$ cat config.mk
export PLATFORM = sky130hd
export DESIGN_NAME = vga_compositor
export DESIGN_NICKNAME = d
export VERILOG_FILES = /design/src/rtl/vga_pkg.sv /design/src/rtl/vga_timing_gen.sv /design/src/rtl/vga_compositor.sv
export SDC_FILE = /design/constraint.sdc
export NUM_CORES = 1
export LEC_CHECK = 0
export BUFFER_PORTS_ARGS = -buffer_cell sky130_fd_sc_hd__buf_4
export CAP_MARGIN = 25
export CORE_MARGIN = 1
export CORE_UTILIZATION = 54
export CTS_BUF_LIST = sky130_fd_sc_hd__clkbuf_4
export DETAILED_ROUTE_END_ITERATION = 10
export GPL_ROUTABILITY_DRIVEN = 0
export MAX_ROUTING_LAYER = met4
export PLACE_DENSITY = 0.87
export SLEW_MARGIN = 10
export SYNTH_ARGS = -nofsm -noshare
export SYNTH_HDL_FRONTEND = slang
export SYNTH_SLANG_ARGS = --single-unit
$ cat constraint.sdc
create_clock -name clk50M -period 4.1 [get_ports clk50M]
set_clock_uncertainty 0.2 [all_clocks]
set_input_delay 0 -clock clk50M [delete_from_list [all_inputs] [get_ports clk50M]]
set_output_delay 0 -clock clk50M [all_outputs]
set_load 0.005 [all_outputs]
$ cat src/rtl/vga_pkg.sv
// Shared types and default 640x480@60 timing constants for the VGA compositor.
package vga_pkg;

    typedef struct packed {
        logic [2:0] r;
        logic [2:0] g;
        logic [1:0] b;
    } rgb332_t;

    localparam int unsigned H_ACTIVE_DEF = 640;
    localparam int unsigned H_FP_DEF     = 16;
    localparam int unsigned H_SYNC_DEF   = 96;
    localparam int unsigned H_BP_DEF     = 48;
    localparam int unsigned V_ACTIVE_DEF = 480;
    localparam int unsigned V_FP_DEF     = 10;
    localparam int unsigned V_SYNC_DEF   = 2;
    localparam int unsigned V_BP_DEF     = 33;
    localparam int unsigned CLK_DIV_DEF  = 2;

    localparam rgb332_t BLACK      = '0;
    localparam rgb332_t BG_DEFAULT = '{r: 3'b001, g: 3'b000, b: 2'b01};

    function automatic rgb332_t scanline_dim(input rgb332_t c);
        return '{r: c.r >> 1, g: c.g >> 1, b: c.b >> 1};
    endfunction

endpackage

$ cat src/rtl/vga_timing_gen.sv
// VGA timing: pixel clock-enable divider, h/v counters, raw sync and active flags.
module vga_timing_gen
    import vga_pkg::*;
#(
    parameter int unsigned H_ACTIVE = H_ACTIVE_DEF,
    parameter int unsigned H_FP     = H_FP_DEF,
    parameter int unsigned H_SYNC   = H_SYNC_DEF,
    parameter int unsigned H_BP     = H_BP_DEF,
    parameter int unsigned V_ACTIVE = V_ACTIVE_DEF,
    parameter int unsigned V_FP     = V_FP_DEF,
    parameter int unsigned V_SYNC   = V_SYNC_DEF,
    parameter int unsigned V_BP     = V_BP_DEF,
    parameter int unsigned CLK_DIV  = CLK_DIV_DEF
) (
    input  logic       clk50M,
    input  logic       reset,
    output logic       pix_en,
    output logic [9:0] hcount,
    output logic [9:0] vcount,
    output logic       hsync_on,
    output logic       vsync_on,
    output logic       active
);

    localparam int unsigned H_TOTAL = H_ACTIVE + H_FP + H_SYNC + H_BP;
    localparam int unsigned V_TOTAL = V_ACTIVE + V_FP + V_SYNC + V_BP;
    localparam int unsigned DIV_W   = (CLK_DIV > 1) ? $clog2(CLK_DIV) : 1;

    localparam logic [DIV_W-1:0] DIV_LAST = DIV_W'(CLK_DIV - 1);
    localparam logic [9:0] H_LAST   = 10'(H_TOTAL - 1);
    localparam logic [9:0] V_LAST   = 10'(V_TOTAL - 1);
    localparam logic [9:0] HS_FIRST = 10'(H_ACTIVE + H_FP);
    localparam logic [9:0] HS_LAST  = 10'(H_ACTIVE + H_FP + H_SYNC - 1);
    localparam logic [9:0] VS_FIRST = 10'(V_ACTIVE + V_FP);
    localparam logic [9:0] VS_LAST  = 10'(V_ACTIVE + V_FP + V_SYNC - 1);

    if (H_TOTAL > 1024 || V_TOTAL > 1024 || CLK_DIV < 1) begin : g_bad_timing
        $error("vga_timing_gen: H_TOTAL/V_TOTAL must be <= 1024 and CLK_DIV >= 1");
    end

    logic [DIV_W-1:0] div_q, div_d;
    logic             pix_en_q, pix_en_d;
    logic [9:0]       hcount_q, hcount_d;
    logic [9:0]       vcount_q, vcount_d;

    // pix_en is registered from the next divider value so it stays low in reset
    // and is constantly high after reset when CLK_DIV is 1.
    always_comb begin
        div_d    = (div_q == DIV_LAST) ? '0 : div_q + DIV_W'(1);
        pix_en_d = (div_d == DIV_LAST);
        hcount_d = hcount_q;
        vcount_d = vcount_q;
        if (pix_en_q) begin
            if (hcount_q == H_LAST) begin
                hcount_d = '0;
                vcount_d = (vcount_q == V_LAST) ? '0 : vcount_q + 10'd1;
            end else begin
                hcount_d = hcount_q + 10'd1;
            end
        end
    end

    always_ff @(posedge clk50M or negedge reset) begin
        if (!reset) begin
            div_q    <= '0;
            pix_en_q <= 1'b0;
            hcount_q <= '0;
            vcount_q <= '0;
        end else begin
            div_q    <= div_d;
            pix_en_q <= pix_en_d;
            hcount_q <= hcount_d;
            vcount_q <= vcount_d;
        end
    end

    assign pix_en   = pix_en_q;
    assign hcount   = hcount_q;
    assign vcount   = vcount_q;
    assign hsync_on = (hcount_q >= HS_FIRST) && (hcount_q <= HS_LAST);
    assign vsync_on = (vcount_q >= VS_FIRST) && (vcount_q <= VS_LAST);
    assign active   = ({1'b0, hcount_q} < 11'(H_ACTIVE)) && ({1'b0, vcount_q} < 11'(V_ACTIVE));

endmodule

$ cat src/rtl/vga_compositor.sv
// Priority layer compositor with registered RGB332/sync outputs.
// Optional scanline dimming on odd active lines: VGA_COMPOSITOR_SCANLINE_EN.
module vga_compositor
    import vga_pkg::*;
#(
    parameter int unsigned H_ACTIVE   = H_ACTIVE_DEF,
    parameter int unsigned H_FP       = H_FP_DEF,
    parameter int unsigned H_SYNC     = H_SYNC_DEF,
    parameter int unsigned H_BP       = H_BP_DEF,
    parameter int unsigned V_ACTIVE   = V_ACTIVE_DEF,
    parameter int unsigned V_FP       = V_FP_DEF,
    parameter int unsigned V_SYNC     = V_SYNC_DEF,
    parameter int unsigned V_BP       = V_BP_DEF,
    parameter int unsigned NUM_LAYERS = 4,
    parameter int unsigned CLK_DIV    = CLK_DIV_DEF,
    parameter logic [7:0]  BG_COLOR   = BG_DEFAULT,
    parameter bit          SYNC_POL   = 1'b0
) (
    input  logic                    clk50M,
    input  logic                    reset,
    input  logic [NUM_LAYERS-1:0]   layer_on,
    input  logic [8*NUM_LAYERS-1:0] layer_rgb,
    output logic [9:0]              xpixel,
    output logic [9:0]              ypixel,
    output logic                    pix_en,
    output logic [2:0]              red,
    output logic [2:0]              green,
    output logic [1:0]              blue,
    output logic                    HS,
    output logic                    VS,
    output logic                    endofframe
);

    if (NUM_LAYERS < 1 || NUM_LAYERS > 8) begin : g_bad_layers
        $error("vga_compositor: NUM_LAYERS must be in 1..8");
    end

    logic       hsync_on, vsync_on, active;
    logic [9:0] hcount, vcount;

    vga_timing_gen #(
        .H_ACTIVE (H_ACTIVE),
        .H_FP     (H_FP),
        .H_SYNC   (H_SYNC),
        .H_BP     (H_BP),
        .V_ACTIVE (V_ACTIVE),
        .V_FP     (V_FP),
        .V_SYNC   (V_SYNC),
        .V_BP     (V_BP),
        .CLK_DIV  (CLK_DIV)
    ) u_timing (
        .clk50M   (clk50M),
        .reset    (reset),
        .pix_en   (pix_en),
        .hcount   (hcount),
        .vcount   (vcount),
        .hsync_on (hsync_on),
        .vsync_on (vsync_on),
        .active   (active)
    );

    rgb332_t composite;
    rgb332_t pixel;
    rgb332_t rgb_q, rgb_d;
    logic    hs_q, hs_d;
    logic    vs_q, vs_d;
    logic    eof_q, eof_d;
    logic    found;

    always_comb begin
        composite = BG_COLOR;
        found     = 1'b0;
        for (int unsigned i = 0; i < NUM_LAYERS; i++) begin
            if (!found && layer_on[i]) begin
                composite = layer_rgb[8*i +: 8];
                found     = 1'b1;
            end
        end
    end

    always_comb begin
        pixel = active ? composite : BLACK;
`ifdef VGA_COMPOSITOR_SCANLINE_EN
        if (active && vcount[0]) begin
            pixel = scanline_dim(pixel);
        end
`endif
        rgb_d = rgb_q;
        hs_d  = hs_q;
        vs_d  = vs_q;
        eof_d = eof_q;
        if (pix_en) begin
            rgb_d = pixel;
            hs_d  = hsync_on ? SYNC_POL : ~SYNC_POL;
            vs_d  = vsync_on ? SYNC_POL : ~SYNC_POL;
            eof_d = (hcount == '0) && ({1'b0, vcount} == 11'(V_ACTIVE));
        end
    end

    always_ff @(posedge clk50M or negedge reset) begin
        if (!reset) begin
            rgb_q <= BLACK;
            hs_q  <= ~SYNC_POL;
            vs_q  <= ~SYNC_POL;
            eof_q <= 1'b0;
        end else begin
            rgb_q <= rgb_d;
            hs_q  <= hs_d;
            vs_q  <= vs_d;
            eof_q <= eof_d;
        end
    end

    assign xpixel     = hcount;
    assign ypixel     = vcount;
    assign red        = rgb_q.r;
    assign green      = rgb_q.g;
    assign blue       = rgb_q.b;
    assign HS         = hs_q;
    assign VS         = vs_q;
    assign endofframe = eof_q;

endmodule
Yosys cells after proc, flatten, opt, wreduce, memory -nomap -nowiden
Cells that the tools add are included.

Register bits: 32. Output and inout port bits: 32. Input port bits: 38.

Eq/ne operators: 3. Mux-type cells: 13. $lt $le $gt $ge: 6. Reduce and logical (&&, ||, !) cells: 12. Add/subtract/negate cells: 3.

Operators by type and width (count): 2-to-1 mux 8 bit (5); adder 10 x 1 -> 10 bit, second input constant (2); equality test 10 bit, second input constant (2); 2-to-1 mux 10 bit (2); equality test 10 x 9 -> 1 bit, second input constant (1); >= comparator 10 bit, second input constant (1); >= comparator 10 x 9 -> 1 bit, second input constant (1); less-or-equal comparator 10 bit, second input constant (1); less-or-equal comparator 10 x 9 -> 1 bit, second input constant (1); zero test 10 bit (1); less-than comparator 10 bit, second input constant (1); less-than comparator 10 x 9 -> 1 bit, second input constant (1); logical AND 1 bit (7); 2-to-1 mux 1 bit (6); zero test 1 bit (3); AND reduction 2 bit (1); adder 1 bit, second input constant (1).

Depth between registers and ports, before layout
Depth after elaboration: 11. Mapped depth: 6.

Modules after synthesis
From an unflattened synthesis, not the netlist that was laid out.

Cells, all modules: 198. Area total of the unflattened synthesis: 1903.1 um2.

Modules (own cells, without submodules): vga_timing_gen (seq. area each 525.5 um2, cells each 114, instances 1, area each 1141.1 um2); vga_compositor (seq. area each 277.8 um2, cells each 84, instances 1, area each 762.0 um2).

Least setup slack after synthesis
Ideal clock, no wire load.

Path type: reg2reg. From: register u_timing.hcount_q[0] (netlist: u_timing.hcount[0]). To: register u_timing.vcount_q[4] (netlist: u_timing.vcount[4]). Stages on the path, launching flop included: 6. Data arrival time: 1598 ps. Buffers on the path: 0. Setup slack: 2174 ps. Cells stage by stage: dfrtp_1 -> ha_1 -> nand2_1 -> nor4b_4 -> nand4_1 -> mux2_1.

Longest elaborated chain between the ends: 2.

RTL lines: start: declaration (line vga_timing_gen.sv:43) `logic [9:0] hcount_q, hcount_d;`; start signal: assignment (line vga_timing_gen.sv:72) `hcount_q <= hcount_d;`; equality test 10 bit (line vga_timing_gen.sv:54) `if (hcount_q == H_LAST) begin`; AND reduction 2 bit (no line); end signal: assignment (line vga_timing_gen.sv:73) `vcount_q <= vcount_d;`; end: declaration (line vga_timing_gen.sv:44) `logic [9:0] vcount_q, vcount_d;`.

Every way passes these cells. A chain may end at the register's enable or synchronous reset.

Worst setup path in the final report
From: register u_timing.vcount_q[5] (netlist: u_timing.vcount[5]). To: register rgb_q (netlist bit green[1]).

Longest elaborated chain between the ends: 3.

RTL lines: less-than comparator 10 x 9 -> 1 bit (line vga_timing_gen.sv:82) `assign active = ({1'b0, hcount_q} < 11'(H_ACTIVE)) && ({1'b0, vcount_q} < 11'(V_ACTIVE));`; logical AND 1 bit (line vga_timing_gen.sv:82); 2-to-1 mux 8 bit (line vga_compositor.sv:82) `pixel = active ? composite : BLACK;`; end signal: assignment (line vga_compositor.sv:107) `rgb_q <= rgb_d;`; end: declaration (line vga_compositor.sv:64) `rgb332_t rgb_q, rgb_d;`.

Every way passes these cells.

==> flow_summary.json <==
{
  "worst_pin_slew_ns": 0.5560,
  "crit_slowest_cell": "sky130_fd_sc_hd__dlygate4sd3_1",
  "total_power_mw": 0.6259,
  "clock_net_sink_count": 32,
  "synth_top_family_by_area": "simple AND/OR/NAND/NOR gates",
  "timing.critical_path.from_type": "flip-flop",
  "timing_hold_violations_final": 0,
  "floorplan.die.width_um": 60.22,
  "vias_per_cell": 6.097,
  "setup.reg_to_reg.worst_slack_ns": 1.67,
  "post_route_antenna_net_violation_count": 0,
  "postSynth.topFlopCell": "sky130_fd_sc_hd__dfrtp_1",
  "die_height_um": 60.22,
  "path_class": "flip-flop to flip-flop",
  "io_pins": 70,
  "worst_r2r_startpoint": "u_timing.vcount[5]",
  "synth_compound_gate_area_share": 0.1900,
  "syn-cell-area_mm2": 0.001831,
  "crit_cells": 4,
  "totalWireLength_mm": 6.177,
  "synthAdderAreaFrac": 0.02734,
  "grt_use_total": 0.3789,
  "cts_tree": "yes",
  "grt_start_max_net_pins": 31,
  "buffer_ports.inserted": 69,
  "setup_viol_count_final": 0,
  "layout_worst_path_cycle_share": 0.5932,
  "cts_root_buf": "sky130_fd_sc_hd__clkbuf_4",
  "proportion_of_synthesized_flip_flops_having_asynchronous_set_or_reset": 1.000,
  "r2r_path_end": "green[1]",
  "min-delay-path-class": "flip-flop to flip-flop",
  "most_common_library_cell_in_the_layout_ignoring_fill_and_taps": "sky130_fd_sc_hd__buf_4",
  "timing.critical_path.to_type": "flip-flop",
  "report.final.slew_viol_count": 0,
  "drive_gt1_frac": 0.2962,
  "critical_path_peak_fanout": 8,
  "fin_crit_ns": 2.432,
  "final_cell_mix": "70 x sky130_fd_sc_hd__buf_4, 30 x sky130_fd_sc_hd__dfrtp_1, 25 x sky130_fd_sc_hd__dlygate4sd3_1",
  "critical_path.top_delay_family": "simple AND/OR/NAND/NOR gates",
  "grt_pass1_wl_mm": 9.604,
  "p_leak_nw": 1.260,
  "numCtsBuffers": 5,
  "n_antenna_cell": 0,
  "hold-path-cell-count": 2,
  "synth.top_cells.by_area": "sky130_fd_sc_hd__dfrtp_1 41%, sky130_fd_sc_hd__xnor2_1 3.8%, sky130_fd_sc_hd__inv_1 3.5%",
  "clk_transition_reported_paths_ns": 0.11,
  "maxCapViolCount": 0,
  "die_area_mm2": 0.003626,
  "cts.path.max_buffers": 2,
  "achievable-frequency_mhz": 411.2,
  "syn_nets": 234,
  "preCtsSetupSlack_ns": 1.650,
  "finalSetupTns_ns": 0,
  "synth.yosys.warnings": 0,
  "synth-edff-count": 0,
  "syn-mean-instance-area_um2": 9.534,
  "floorplan.initialDensity": 0.5852,
  "power_per_cell_area_mw_per_mm2": 232.2,
  "placement_rows": 20,
  "hpwl_mm": 3.428,
  "dr.pass1.iters": 4,
  "crit_chain": "nand4_1, nand4b_1, o32ai_1, dlygate4sd3_1",
  "synth.yosys.seq_area_share": 0.4388,
  "post_synth_inst_count": 192,
  "ctsHtreeMaxLevel": 2,
  "cts_setup_buffers": 0,
  "netlist.area_leader.share": 0.4101,
  "yosys.area_share.simple": 0.2290,
  "worst_slack_ns": 1.668,
  "worst_r2r_path_depth": 4,
  "drc": 0,
  "wire_length_per_cell_um": 18.66,
  "timing.hold.worst.start": "HS",
  "min_to": "HS",
  "antenna_found_initial": 0,
  "first_global_vias": 1957,
  "via_count": 2018,
  "clock_insertion_delay_at_the_later_pin_of_the_skew_report_ns": 0.34,
  "synth.largest_area_cell": "sky130_fd_sc_hd__dfrtp_1",
  "synth.ff_latch_count": 32,
  "synth_xor_xnor_area_share": 0.04785,
  "setup_repair_after_global_routing_missed_its_margin": "no",
  "fin_hold_ws_ns": 0.3106,
  "timing.critical_path.slowest_cell_delay_ns": 0.62,
  "critical_path_arrival_ns": 2.51,
  "core_mm2": 0.003128,
  "max-vdd-ir-drop_mv": 0.1774,
  "layout-area-overhead-vs-synth_pct": 47.23,
  "timing.critical_path.required_ns": 4.18,
  "post_synth_mux_area_share": 0.006152,
  "global_route.overflow_total": 0,
  "drt_first_iter_violations": 157,
  "worstPathBufferInverterCount": 1,
  "post_synth_num_cell_types": 48,
  "worst_slew_margin_rel": 0.6286,
  "run_status": "finished, final reports clean",
  "num-nets-final": 328
}
[cells in the mapped netlist (2+ instances only)]
library cell                n
sky130_fd_sc_hd__nor3_1     5
sky130_fd_sc_hd__or3_1      2
sky130_fd_sc_hd__clkbuf_1   3
sky130_fd_sc_hd__o311ai_0   2
sky130_fd_sc_hd__ha_1       4
sky130_fd_sc_hd__and3_1     3
sky130_fd_sc_hd__nand2_1   11
sky130_fd_sc_hd__nor4b_1    2
sky130_fd_sc_hd__nor2_1     8
sky130_fd_sc_hd__nand3_1    3
sky130_fd_sc_hd__nand4_1    9
sky130_fd_sc_hd__xnor2_1    8
sky130_fd_sc_hd__inv_1     17
sky130_fd_sc_hd__buf_2      5
sky130_fd_sc_hd__nand2b_1   6
sky130_fd_sc_hd__a21oi_1   12
sky130_fd_sc_hd__a211o_1    5
sky130_fd_sc_hd__a211oi_1   2
sky130_fd_sc_hd__o21ai_0    2
sky130_fd_sc_hd__nand4b_1   3
sky130_fd_sc_hd__dfstp_2    2
sky130_fd_sc_hd__o32ai_1    7
sky130_fd_sc_hd__o22ai_1    8
sky130_fd_sc_hd__nor4_1     2
sky130_fd_sc_hd__dfrtp_1   30
sky130_fd_sc_hd__xor2_1     2
sky130_fd_sc_hd__o21ai_1    8
[layout make-up]
cell class                 count  area (um2)
fill                         161       432.9
multi-input combinational    133       915.9
clock buffer                   6       45.04
timing repair buffer          97       800.8
sequential                    32       803.3
tap                           44       55.05
clock inverter                 2       11.26
inverter                      17       63.81
[layer usage]
| layer | wire (um) | vias up | global-route usage |
|---|---|---|---|
| li1 | - | 901 | - |
| met1 | 2418 | 964 | 0.4391 |
| met2 | 3066 | 127 | 0.5934 |
| met3 | 458 | 26 | 0.09740 |
| met4 | 233 | 0 | 0.2126 |
| met5 | 0 | - | - |
[through the flow]
step / std cells / utilization / area, um2
floorplan: 192 / - / 1831
global placement: 296 / 0.7556 / 2364
detailed placement: 296 / 0.7556 / 2364
CTS: 330 / 0.8600 / 2690
global route: 331 / 0.8616 / 2695
finish: 331 / 0.8616 / 2695
[where the power goes]
| group | total (mW) | leakage (nW) | switching, mW | internal [mW] |
|---|---|---|---|---|
| clock network | 0.188 | 0.0293 | 0.116 | 0.0718 |
| registers | 0.328 | 0.405 | 0.00505 | 0.323 |
| logic | 0.110 | 0.825 | 0.0428 | 0.0674 |
| total | 0.626 | 1.26 | 0.164 | 0.462 |
[what timing repair did]
item,in CTS,in global routing
resized for setup,0,0
hold endpoints to repair,40,0
hold buffers,26,0
[worst reg2reg max path, cell delays in order (launching register included)]
cell and delay, ns:
sky130_fd_sc_hd__dfrtp_1 0.48, sky130_fd_sc_hd__nand4_1 0.22, sky130_fd_sc_hd__nand4b_1 0.40, sky130_fd_sc_hd__o32ai_1 0.45, sky130_fd_sc_hd__dlygate4sd3_1 0.62
[worst max-delay path by stage]
| stage | start | to | slack [ns] |
|---|---|---|---|
| after floorplan | u_timing.hcount[0] | u_timing.vcount[4] | 2.17 |
| after global placement | u_timing.hcount[0] | u_timing.vcount[0] | 1.75 |
| after detailed placement | u_timing.hcount[0] | u_timing.vcount[0] | 1.65 |
| after CTS | u_timing.hcount[0] | u_timing.vcount[0] | 1.63 |
| after global routing | u_timing.vcount[5] | green[1] | 1.50 |
| final | u_timing.vcount[5] | green[1] | 1.67 |
[cell families after synthesis]
logic type,count (synthesis)
and+or+nand+nor,66
adders and majority gates,4
muxes,1
xor gates and xnor gates,10
buffers and inverters,27
AOI/OAI and AO/OA,52
DFF,32
[state kept, by name, indices dropped and copies added, names as in the netlist]
signal and flops:
endofframe 1, u_timing.hcount 10, u_timing.div_q 1, red 3
u_timing.vcount 10, HS 1, green 3, blue 2
VS 1
No activity file was read; power rests on OpenSTA's default activity.
